===== config.mk =====
export PLATFORM = sky130hd
export DESIGN_NAME = colour_pwm_driver
export DESIGN_NICKNAME = d
export VERILOG_FILES = /design/src/rtl/colour_pkg.sv /design/src/rtl/pwm_channel.sv /design/src/rtl/colour_pwm_driver.sv
export SDC_FILE = /design/constraint.sdc
export NUM_CORES = 1
export LEC_CHECK = 0
export BUFFER_PORTS_ARGS = -buffer_cell sky130_fd_sc_hd__buf_2
export CAP_MARGIN = 20
export CORE_ASPECT_RATIO = 1.25
export CORE_UTILIZATION = 40
export CTS_CLUSTER_SIZE = 25
export DETAILED_ROUTE_END_ITERATION = 10
export PLACE_DENSITY = 0.66
export SYNTH_ARGS = -nofsm -noshare
export SYNTH_HDL_FRONTEND = slang
export SYNTH_SLANG_ARGS = --single-unit

===== constraint.sdc =====
create_clock -name clk -period 7.5 [get_ports clk]
set_input_delay 0 -clock clk [delete_from_list [all_inputs] [get_ports clk]]
set_output_delay 0 -clock clk [all_outputs]
set_load 0.005 [all_outputs]

===== src/rtl/colour_pkg.sv =====
`default_nettype none
// ============================================================================
// Module  : colour_pkg
// Purpose : Shared types and helpers for the colour PWM driver.
//           - colour_t : 3-bit colour code from the lights controller
//           - rgb8_t   : 8-bit R/G/B intensity triple
//           - lut_rgb  : colour code -> 8-bit RGB duties
//           - is_invalid: codes that carry no colour (000, 111)
// Ports   : none (package)
// Revision: 1.0 - initial release
// ============================================================================
package colour_pkg;

  // Resolution of the colour table; wider PWM counters scale from this.
  localparam int LUT_BITS = 8;

  typedef enum logic [2:0] {
    C_OFF    = 3'b000,
    C_RED    = 3'b001,
    C_ORANGE = 3'b010,
    C_YELLOW = 3'b011,
    C_GREEN  = 3'b100,
    C_BLUE   = 3'b101,
    C_VIOLET = 3'b110,
    C_ALL    = 3'b111
  } colour_t;

  typedef struct packed {
    logic [7:0] r;
    logic [7:0] g;
    logic [7:0] b;
  } rgb8_t;

  function automatic rgb8_t lut_rgb(input colour_t code);
    rgb8_t rgb;
    case (code)
      C_RED:    rgb = {8'hFF, 8'h00, 8'h00};
      C_ORANGE: rgb = {8'hFF, 8'h80, 8'h00};
      C_YELLOW: rgb = {8'hFF, 8'hFF, 8'h00};
      C_GREEN:  rgb = {8'h00, 8'hFF, 8'h00};
      C_BLUE:   rgb = {8'h00, 8'h00, 8'hFF};
      C_VIOLET: rgb = {8'h80, 8'h00, 8'hFF};
      default:  rgb = {8'h00, 8'h00, 8'h00};
    endcase
    return rgb;
  endfunction

  function automatic logic is_invalid(input colour_t code);
    return (code == C_OFF) || (code == C_ALL);
  endfunction

endpackage
`default_nettype wire


===== src/rtl/pwm_channel.sv =====
`default_nettype none
// ============================================================================
// Module  : pwm_channel
// Purpose : One LED channel: duty register, optional fade, registered compare.
//           The duty only moves at a period boundary, so a period is never
//           cut short or stretched mid-way.
// Config  : COLOUR_PWM_FADE_EN - duty ramps toward target by
//           FADE_STEP<<(PWM_BITS-8) per period instead of jumping.
// Ports   : clk, rst_n        clock, async active-low reset
//           enable            0 forces the output low
//           cnt               shared PWM counter
//           period_start      boundary strobe (cnt==0 while enabled)
//           target            scaled duty the channel should reach
//           pwm               registered PWM output
// Revision: 1.0 - initial release
// ============================================================================
module pwm_channel
  import colour_pkg::*;
#(
  parameter int PWM_BITS  = 8,
  parameter int FADE_STEP = 16
) (
  input  logic                clk,
  input  logic                rst_n,
  input  logic                enable,
  input  logic [PWM_BITS-1:0] cnt,
  input  logic                period_start,
  input  logic [PWM_BITS-1:0] target,
  output logic                pwm
);

  if ((PWM_BITS < 8) || (PWM_BITS > 16) || (FADE_STEP < 1) || (FADE_STEP > 255))
  begin : g_bad_param
    $error("pwm_channel: PWM_BITS must be 8..16 and FADE_STEP 1..255");
  end

  logic [PWM_BITS-1:0] duty_q, duty_d;
  logic                pwm_q, pwm_d;

`ifdef COLOUR_PWM_FADE_EN
  localparam logic [PWM_BITS-1:0] STEP = PWM_BITS'(FADE_STEP) << (PWM_BITS - LUT_BITS);

  // Step toward target; the last step lands exactly on target.
  always_comb begin
    duty_d = duty_q;
    if (period_start) begin
      if (duty_q < target) begin
        duty_d = ((target - duty_q) <= STEP) ? target : (duty_q + STEP);
      end else if (duty_q > target) begin
        duty_d = ((duty_q - target) <= STEP) ? target : (duty_q - STEP);
      end
    end
  end
`else
  always_comb begin
    duty_d = duty_q;
    if (period_start) begin
      duty_d = target;
    end
  end
`endif

  // Compare against the post-boundary duty so the new value is visible on
  // the pin one clock after the boundary, starting with cnt==0.
  always_comb begin
    pwm_d = enable && (cnt < duty_d);
  end

  always_ff @(posedge clk or negedge rst_n) begin
    if (!rst_n) begin
      duty_q <= '0;
      pwm_q  <= 1'b0;
    end else begin
      duty_q <= duty_d;
      pwm_q  <= pwm_d;
    end
  end

  assign pwm = pwm_q;

endmodule
`default_nettype wire


===== src/rtl/colour_pwm_driver.sv =====
`default_nettype none
// ============================================================================
// Module  : colour_pwm_driver
// Purpose : Decodes the 3-bit colour code into RGB duties and drives three
//           glitch-free PWM LED pins. A new code is adopted only at a PWM
//           period boundary.
// Config  : COLOUR_PWM_FADE_EN - duties fade toward the new colour
//           (see pwm_channel); undefined = immediate change at boundary.
// Ports   : clk, rst_n        clock, async active-low reset
//           colour[2:0]       colour code from the lights controller
//           enable            1 = PWM running, 0 = outputs forced low
//           red/green/blue    LED PWM outputs
//           period_start      pulse while cnt==0 and enable==1
//           invalid           active code is 000 or 111
// Revision: 1.0 - initial release
// ============================================================================
module colour_pwm_driver
  import colour_pkg::*;
#(
  parameter int PWM_BITS  = 8,
  parameter int FADE_STEP = 16
) (
  input  logic       clk,
  input  logic       rst_n,
  input  logic [2:0] colour,
  input  logic       enable,
  output logic       red,
  output logic       green,
  output logic       blue,
  output logic       period_start,
  output logic       invalid
);

  colour_t             code_q;
  colour_t             active_code_q, active_code_d;
  logic [PWM_BITS-1:0] cnt_q, cnt_d;
  logic                invalid_q, invalid_d;
  logic                boundary;
  rgb8_t               lut;
  logic [PWM_BITS-1:0] target [3];
  logic [2:0]          pwm;

  assign boundary = enable && (cnt_q == '0);

  always_comb begin
    cnt_d         = enable ? (cnt_q + PWM_BITS'(1)) : '0;
    active_code_d = boundary ? code_q : active_code_q;
    invalid_d     = enable && is_invalid(active_code_d);
    lut           = lut_rgb(active_code_d);
    target[0]     = PWM_BITS'(lut.r) << (PWM_BITS - LUT_BITS);
    target[1]     = PWM_BITS'(lut.g) << (PWM_BITS - LUT_BITS);
    target[2]     = PWM_BITS'(lut.b) << (PWM_BITS - LUT_BITS);
  end

  always_ff @(posedge clk or negedge rst_n) begin
    if (!rst_n) begin
      code_q        <= C_OFF;
      active_code_q <= C_OFF;
      cnt_q         <= '0;
      invalid_q     <= 1'b0;
    end else begin
      code_q        <= colour_t'(colour);
      active_code_q <= active_code_d;
      cnt_q         <= cnt_d;
      invalid_q     <= invalid_d;
    end
  end

  for (genvar i = 0; i < 3; i++) begin : g_chan
    pwm_channel #(
      .PWM_BITS (PWM_BITS),
      .FADE_STEP(FADE_STEP)
    ) u_chan (
      .clk         (clk),
      .rst_n       (rst_n),
      .enable      (enable),
      .cnt         (cnt_q),
      .period_start(boundary),
      .target      (target[i]),
      .pwm         (pwm[i])
    );
  end

  assign red   = pwm[0];
  assign green = pwm[1];
  assign blue  = pwm[2];

  // The counter already sits at 0 during reset; masking with rst_n keeps
  // the strobe quiet until the block is actually running.
  assign period_start = boundary && rst_n;
  assign invalid      = invalid_q;

endmodule
`default_nettype wire


==> results of run 1 <==
==> routing by layer <==
metal	global-route usage, %	up-vias
li1	-	768
met5	0	-
met3	4.032	4
met2	25.49	19
met4	3.977	0
met1	21.81	724
==> critical path, cell delays in order, from the launching register on <==
cell	delay, ps
dfrtp_1	420
inv_1	150
ha_1	170
or4b_1	590
nor2_1	620
nor2_1	140
a31o_2	250
ha_1	280
o2111ai_1	140
or2_2	330
o211a_1	200
==> layout by cell type (no fill, tap or decap), types with 4 or more instances in the layout <==
| master | Yosys | layout |
|---|---|---|
| a21o_1 | 10 | 10 |
| a21oi_1 | 20 | 20 |
| and2_1 | 8 | 8 |
| and3_1 | 5 | 5 |
| buf_2 | 3 | 10 |
| clkbuf_8 | 0 | 6 |
| dfrtp_1 | 42 | 42 |
| dlygate4sd3_1 | 0 | 4 |
| ha_1 | 23 | 23 |
| inv_1 | 23 | 23 |
| nand2_1 | 9 | 9 |
| nand2b_1 | 4 | 4 |
| nand3_1 | 11 | 11 |
| nor2_1 | 8 | 8 |
| o21ai_0 | 9 | 9 |
| xnor2_1 | 4 | 4 |
==> cells by family (layout without fill, tap and decap cells) <==
kind of cell,count (synthesis),count (layout),synth area share [%]
AO/OA/AOI/OAI,54,54,15.96
XOR/XNOR,7,7,2.794
adder cells (fa/ha/maj),23,23,13.11
buffers and inverters,30,46,5.302
flip-flops,42,42,47.89
AND/OR/NAND/NOR,56,56,14.94
==> final timing paths <==
| kind | slack (ps) | depth (start not counted) | endpoint |
|---|---|---|---|
| max | 4100 | 10 | g_chan[1].u_chan.pwm$_DFF_PN0_ |
| min | 60 | 2 | invalid$_DFF_PN0_ |
| max reg2reg | 4100 | 10 | g_chan[1].u_chan.pwm$_DFF_PN0_ |
| min reg2reg | 480 | 1 | g_chan[0].u_chan.duty_q[5]$_DFF_PN0_ |
| max in group asynchronous | 6830 | 3 | g_chan[1].u_chan.duty_q[5]$_DFF_PN0_ |
| min in group asynchronous | 300 | 3 | g_chan[2].u_chan.duty_q[6]$_DFF_PN0_ |
==> registers in the layout (all words and copies together) (netlist names) <==
signal / cells
g_chan.u_chan.pwm: 3
g_chan.u_chan.duty_q: 24
invalid: 1
cnt_q: 8
code_q: 3
active_code_q: 3
==> metrics by stage <==
stage	cells	power, mW
floorplan	212	0.3698
global placement	278	0.4010
detailed placement	278	0.4039
CTS	290	0.5560
global route	290	0.5894
finish	290	0.5479
==> report_power, final <==
group / internal, mW / total [mW] / switching, mW / leakage (nW)
Combinational: 0.0523 / 0.120 / 0.0681 / 0.760
Clock: 0.0743 / 0.149 / 0.0746 / 0.0482
Sequential: 0.264 / 0.279 / 0.0151 / 0.527
Total: 0.390 / 0.548 / 0.158 / 1.33
==> repair_timing <==
action                                 CTS  global route
buffers inserted                         0             0
hold buffers                             4             0
endpoints found under the hold margin   45             0
==> Yosys cell counts <==
cell	n
a31oi_1	1
xnor2_1	4
or4b_1	2
nor4b_1	2
inv_1	23
o31ai_2	1
o311a_1	1
nand2_1	9
nor2b_1	1
nand3_1	11
o2111ai_1	2
xor2_1	3
nor2_1	8
and4_1	1
o31ai_1	1
and3_1	5
a21o_1	10
a21oi_1	20
a211oi_1	3
o21ai_0	9
o21a_1	2
a31o_2	1
clkbuf_1	4
dfrtp_1	42
nand4_1	1
nand2b_1	4
buf_2	3
or3b_2	1
or4_1	1
ha_1	23
and2_1	8
o211a_1	3
or2_2	1
nor4_4	1
==> area by class of cell <==
| cell class | count | area [µm²] | share of cell area (%) |
|---|---|---|---|
| Clock buffer | 7 | 86.33 | 3.551 |
| Timing Repair Buffer | 15 | 97.59 | 4.014 |
| Inverter | 23 | 86.33 | 3.551 |
| Multi-Input combinational cell | 140 | 1027 | 42.25 |
| Tap cell | 62 | 77.57 | 3.191 |
| Sequential cell | 42 | 1051 | 43.23 |
| Clock inverter | 1 | 5.005 | 0.2059 |
==> flow_summary.yaml, run 1 <==
status:
  status: "complete, no violations"
worst_hold_path:
  hold_class: "in2reg"
  hp-start: "enable"
sta:
  min_period_ps: 3401
  finalHoldViolations: 0
  tns_ps: 0
  worst_slack_ps: 4099
  rsz0062_at_grt: "no"
  fin_crit_sh_pct: 45.35
  max_clock_freq_mhz: 294.0
  relSlewSlack_pct: 51.29
  max_slew.worst_pin.slew_ps: 727.9
  holdWs_ps: 59.71
  final_max_slew_viol_count: 0
  setup_violations: 0
  clock_skew_ps: 7.362
global_routing:
  grt_pass1_vias: 1509
  grt_pass1_wl_mm: 6.982
  grt_max_degree: 44
  antenna_found_initial: 0
  track_usage_pct: 16.13
  grt_remaining_overflow: 0
routing:
  routed_wl_mm: 4.091
  route.met3.wl_um: 112
  met1_length_mm: 2.066
  dr_wl_met2_mm: 1.877
  vias: 1515
  vias_per_cell: 5.224
  drc_errors: 0
  drtPass1Iterations: 5
  postRouteAntennaNets: 0
  top_layer: "met4"
  wl_per_cell_um: 14.11
  drt_iter0_drc: 66
worst_setup_path:
  critPathArrivalTime_ps: 3580
  cp-end-kind: "register"
  reg2reg_from: "cnt_q[0]$_DFF_PN0_"
  critPathMaxFanout: 13
  critPathKind: "reg2reg"
  critPathLaunch: "cnt_q[0]$_DFF_PN0_"
  critPathLaunchType: "register"
  required_ps: 7680
floorplan:
  die_area_mm2: 0.005789
  start_util_pct: 42.30
  rows: 29
  num_io_pins: 11
  coreArea_mm2: 0.005189
  fp.dieW_um: 68.25
  die_h_um: 84.82
final_layout:
  utilization_pct: 46.85
  fin_area_mm2: 0.002431
  layout-drive-gt1-share_pct: 10.09
  fin_nets: 256
  fill_cells: 493
  num_antenna_cells: 0
  area_delta_synth_final_pct: 10.78
power:
  powerDensity_mw_per_mm2: 225.4
  ir_drop_mv: 0.1374
  p_leak_nw: 1.335
logic_synthesis:
  yosys-top-cells-area: "dfrtp_1, ha_1, a21oi_1, inv_1, a21o_1"
  synth_top_area_share_pct: 47.89
  yosysUniqueCellTypes: 34
  synth_area_leader_cell: "dfrtp_1"
  syn_nets: 241
  postSynthCellCount: 212
  synth_area_mm2: 0.002195
  ys_warn_count: 0
  ys_seq_elements: 42
  postSynthAreaPerCell_um2: 10.35
  ys_seq_area_share_pct: 47.89
place:
  dpl.hpwl_mm: 2.762
  dp_slack_ps: 4116
  portBuffers: 10
  globalplace.congestion: 0.7846
  placed_cell_area_mm2: 0.002300
clock_tree:
  root_buffer: "clkbuf_8"
  clock-sinks: 42
  cts_buffer_depth: 2
  cts.repair.resized: 0
  numCtsBuffers: 5
  clk-insertion-delay-late_ps: 290
  cts_max_level: 2
  clk_pin_slew_ps: 80
  cts_tree: "built"
job:
  maxCapViolCount: 0
Note: power is estimated with default switching activity, not from simulation.
==> run 2, diff against run 1 <==
Settings changed: ABC_AREA from default to 1, PLACE_DENSITY 0.66 to 0.68.
Clock period 7.5 ns to 2.9 ns, I/O delays scaled along.
==> flow_summary.yaml, run 2 <==
logic_synthesis:
  postSynthCellCount: 252
  ys_seq_area_share_pct: 46.38
  ys_seq_elements: 42
  synth_edf_count: 0
  syn_nets: 281
  synthTopCellsByCount: "inv_1, dfrtp_1, nand2_1, ha_1, o21ai_0"
  ys.flop_type: "dfrtp_1"
  synth_area_leader_cell: "dfrtp_1"
  synth_area_mm2: 0.002266
  yosys-top-cells-area: "dfrtp_1, ha_1, inv_1, nand2_1, o21ai_0"
  synth_most_common_cell: "inv_1"
  synth_top_area_share_pct: 46.38
  postSynthAreaPerCell_um2: 8.992
  async_reset_ff_share_pct: 100.0
  ys_warn_count: 0
  yosysUniqueCellTypes: 28
floorplan:
  coreArea_mm2: 0.005443
  fp.dieW_um: 69.32
  rows: 30
  die_area_mm2: 0.005972
  num_io_pins: 11
  start_util_pct: 41.63
  die_h_um: 86.15
routing:
  drtPass1Iterations: 4
  drc_errors: 0
  wl_per_cell_um: 12.93
  routed_wl_mm: 4.384
  vias: 1664
  postRouteAntennaNets: 0
  vias_per_cell: 4.909
  drt_iter0_drc: 43
sta:
  holdWs_ps: 151.3
  max_slew.worst_pin.slew_ps: 435.4
  finalHoldViolations: 0
  rsz0062_at_grt: "no"
  final_max_slew_viol_count: 0
  max_clock_freq_mhz: 380.3
  relSlewSlack_pct: 70.76
  min_period_ps: 2629
  tns_ps: 0
  fin_crit_sh_pct: 90.66
  setup_violations: 0
  clock_skew_ps: 7.573
clock_tree:
  clock-sinks: 42
  cts_setup_buffers: 0
  cts_tree: "built"
  numCtsBuffers: 5
  cts_buffer_depth: 2
  clk-insertion-delay-late_ps: 290
  cts_max_level: 2
  root_buffer: "clkbuf_8"
  clk_pin_slew_ps: 80
final_layout:
  layout-drive-gt1-share_pct: 18.55
  largest_reg_flops: 24
  largest_register: "g_chan.u_chan.duty_q"
  num_antenna_cells: 0
  area_delta_synth_final_pct: 13.20
  fin_area_mm2: 0.002565
  final_common_cell: "inv_1"
  fin_nets: 303
  utilization_pct: 47.13
  reg_top3: "g_chan.u_chan.duty_q x24, cnt_q x8"
  most-common-layout-cells: "inv_1, dfrtp_1, nand2_1, ha_1, o21ai_0"
place:
  globalplace.congestion: 0.8367
  portBuffers: 10
  placed_cell_area_mm2: 0.002402
  dpl.hpwl_mm: 3.383
worst_hold_path:
  hold_class: "in2async"
global_routing:
  antenna_found_initial: 0
  grt_remaining_overflow: 0
  grt_pass1_wl_mm: 7.790
  grt_pass1_vias: 1739
  grt_max_degree: 27
  track_usage_pct: 16.68
worst_setup_path:
  max_stage_delay_ps: 460
  critPathLaunchType: "register"
  critPathKind: "reg2reg"
  path_cells: "inv_1, ha_1, nand2_1, nor2_4, nand2_4, nand2_1, nand2_2, nand2_4, nand3_2, nand2_2, o21ai_0, ha_1, a211oi_1, nand3_1, a21oi_2"
  critPathArrivalTime_ps: 2850
  slowest_stage: "dfrtp_2"
  r2r_setup_slack_ps: 270
  cp-end-kind: "register"
  required_ps: 3120
  critPathMaxFanout: 16
power:
  p_leak_nw: 1.403
  powerDensity_mw_per_mm2: 656.2
  ir_drop_mv: 0.2861
status:
  status: "complete, no violations"
job:
  maxCapViolCount: 0
## run 2: power breakdown
| part | switching [mW] | internal [mW] |
|---|---|---|
| clock network | 0.203 | 0.254 |
| logic | 0.302 | 0.175 |
| registers | 0.0377 | 0.712 |
| total | 0.543 | 1.14 |
## run 2: critical path: cells and delay by family (launching register included)
kind | cells | cell delay (ps)
AOI/OAI and AO/OA | 3 | 490
adders and majority gates | 2 | 480
buffers and inverters | 1 | 90
DFF | 1 | 460
and+or+nand+nor | 9 | 1020
## run 2: layer usage
| layer | track usage, % | up-vias | share of wire, % |
|---|---|---|---|
| met5 | 0 | - | 0 |
| met3 | 3.055 | 9 | 1.7 |
| met4 | 6.308 | 0 | 1.8 |
| li1 | - | 859 | - |
| met2 | 29.92 | 13 | 51 |
| met1 | 19.76 | 783 | 46 |
## run 2: kinds of logic after synthesis
kind of cell | Yosys count | synth area share [%]
AND/OR/NAND/NOR | 94 | 22.03
buffers and inverters | 52 | 8.890
flip-flops | 42 | 46.38
AO/OA/AOI/OAI | 41 | 9.995
adder cells (fa/ha/maj) | 23 | 12.70
## run 2: through the flow
step | power, mW | std cells | worst slack [ps]
after floorplan | 1.112 | 252 | 579.9
after global placement | 1.222 | 326 | 219.6
after detailed placement | 1.238 | 326 | 190.4
after CTS | 1.706 | 339 | 152.4
after global routing | 1.823 | 339 | 8.189
final | 1.683 | 339 | 270.8
## run 2: worst paths after layout
check                                                        to  cells past startpoint                from
max                              g_chan[2].u_chan.pwm$_DFF_PN0_                     15  cnt_q[1]$_DFF_PN0_
min                        g_chan[0].u_chan.duty_q[6]$_DFF_PN0_                      2               rst_n
max reg2reg                      g_chan[2].u_chan.pwm$_DFF_PN0_                     15  cnt_q[1]$_DFF_PN0_
min reg2reg                                  cnt_q[0]$_DFF_PN0_                      1  cnt_q[0]$_DFF_PN0_
max in group asynchronous                    cnt_q[1]$_DFF_PN0_                      3               rst_n
min in group clk                            code_q[1]$_DFF_PN0_                      2           colour[1]
## run 2: final cells by class
class	count	area (µm²)
Fill cell	511	2878
Tap cell	64	80.08
Clock inverter	3	40.04
Timing Repair Buffer	17	115.1
Clock buffer	5	68.82
Multi-Input combinational cell	158	1016
Inverter	50	192.7
Sequential cell	42	1052
## run 2: repair_timing
item,CTS,global route
resized for setup,0,3
setup endpoints to repair,0,1
endpoints found under the hold margin,21,0
hold buffers,5,0
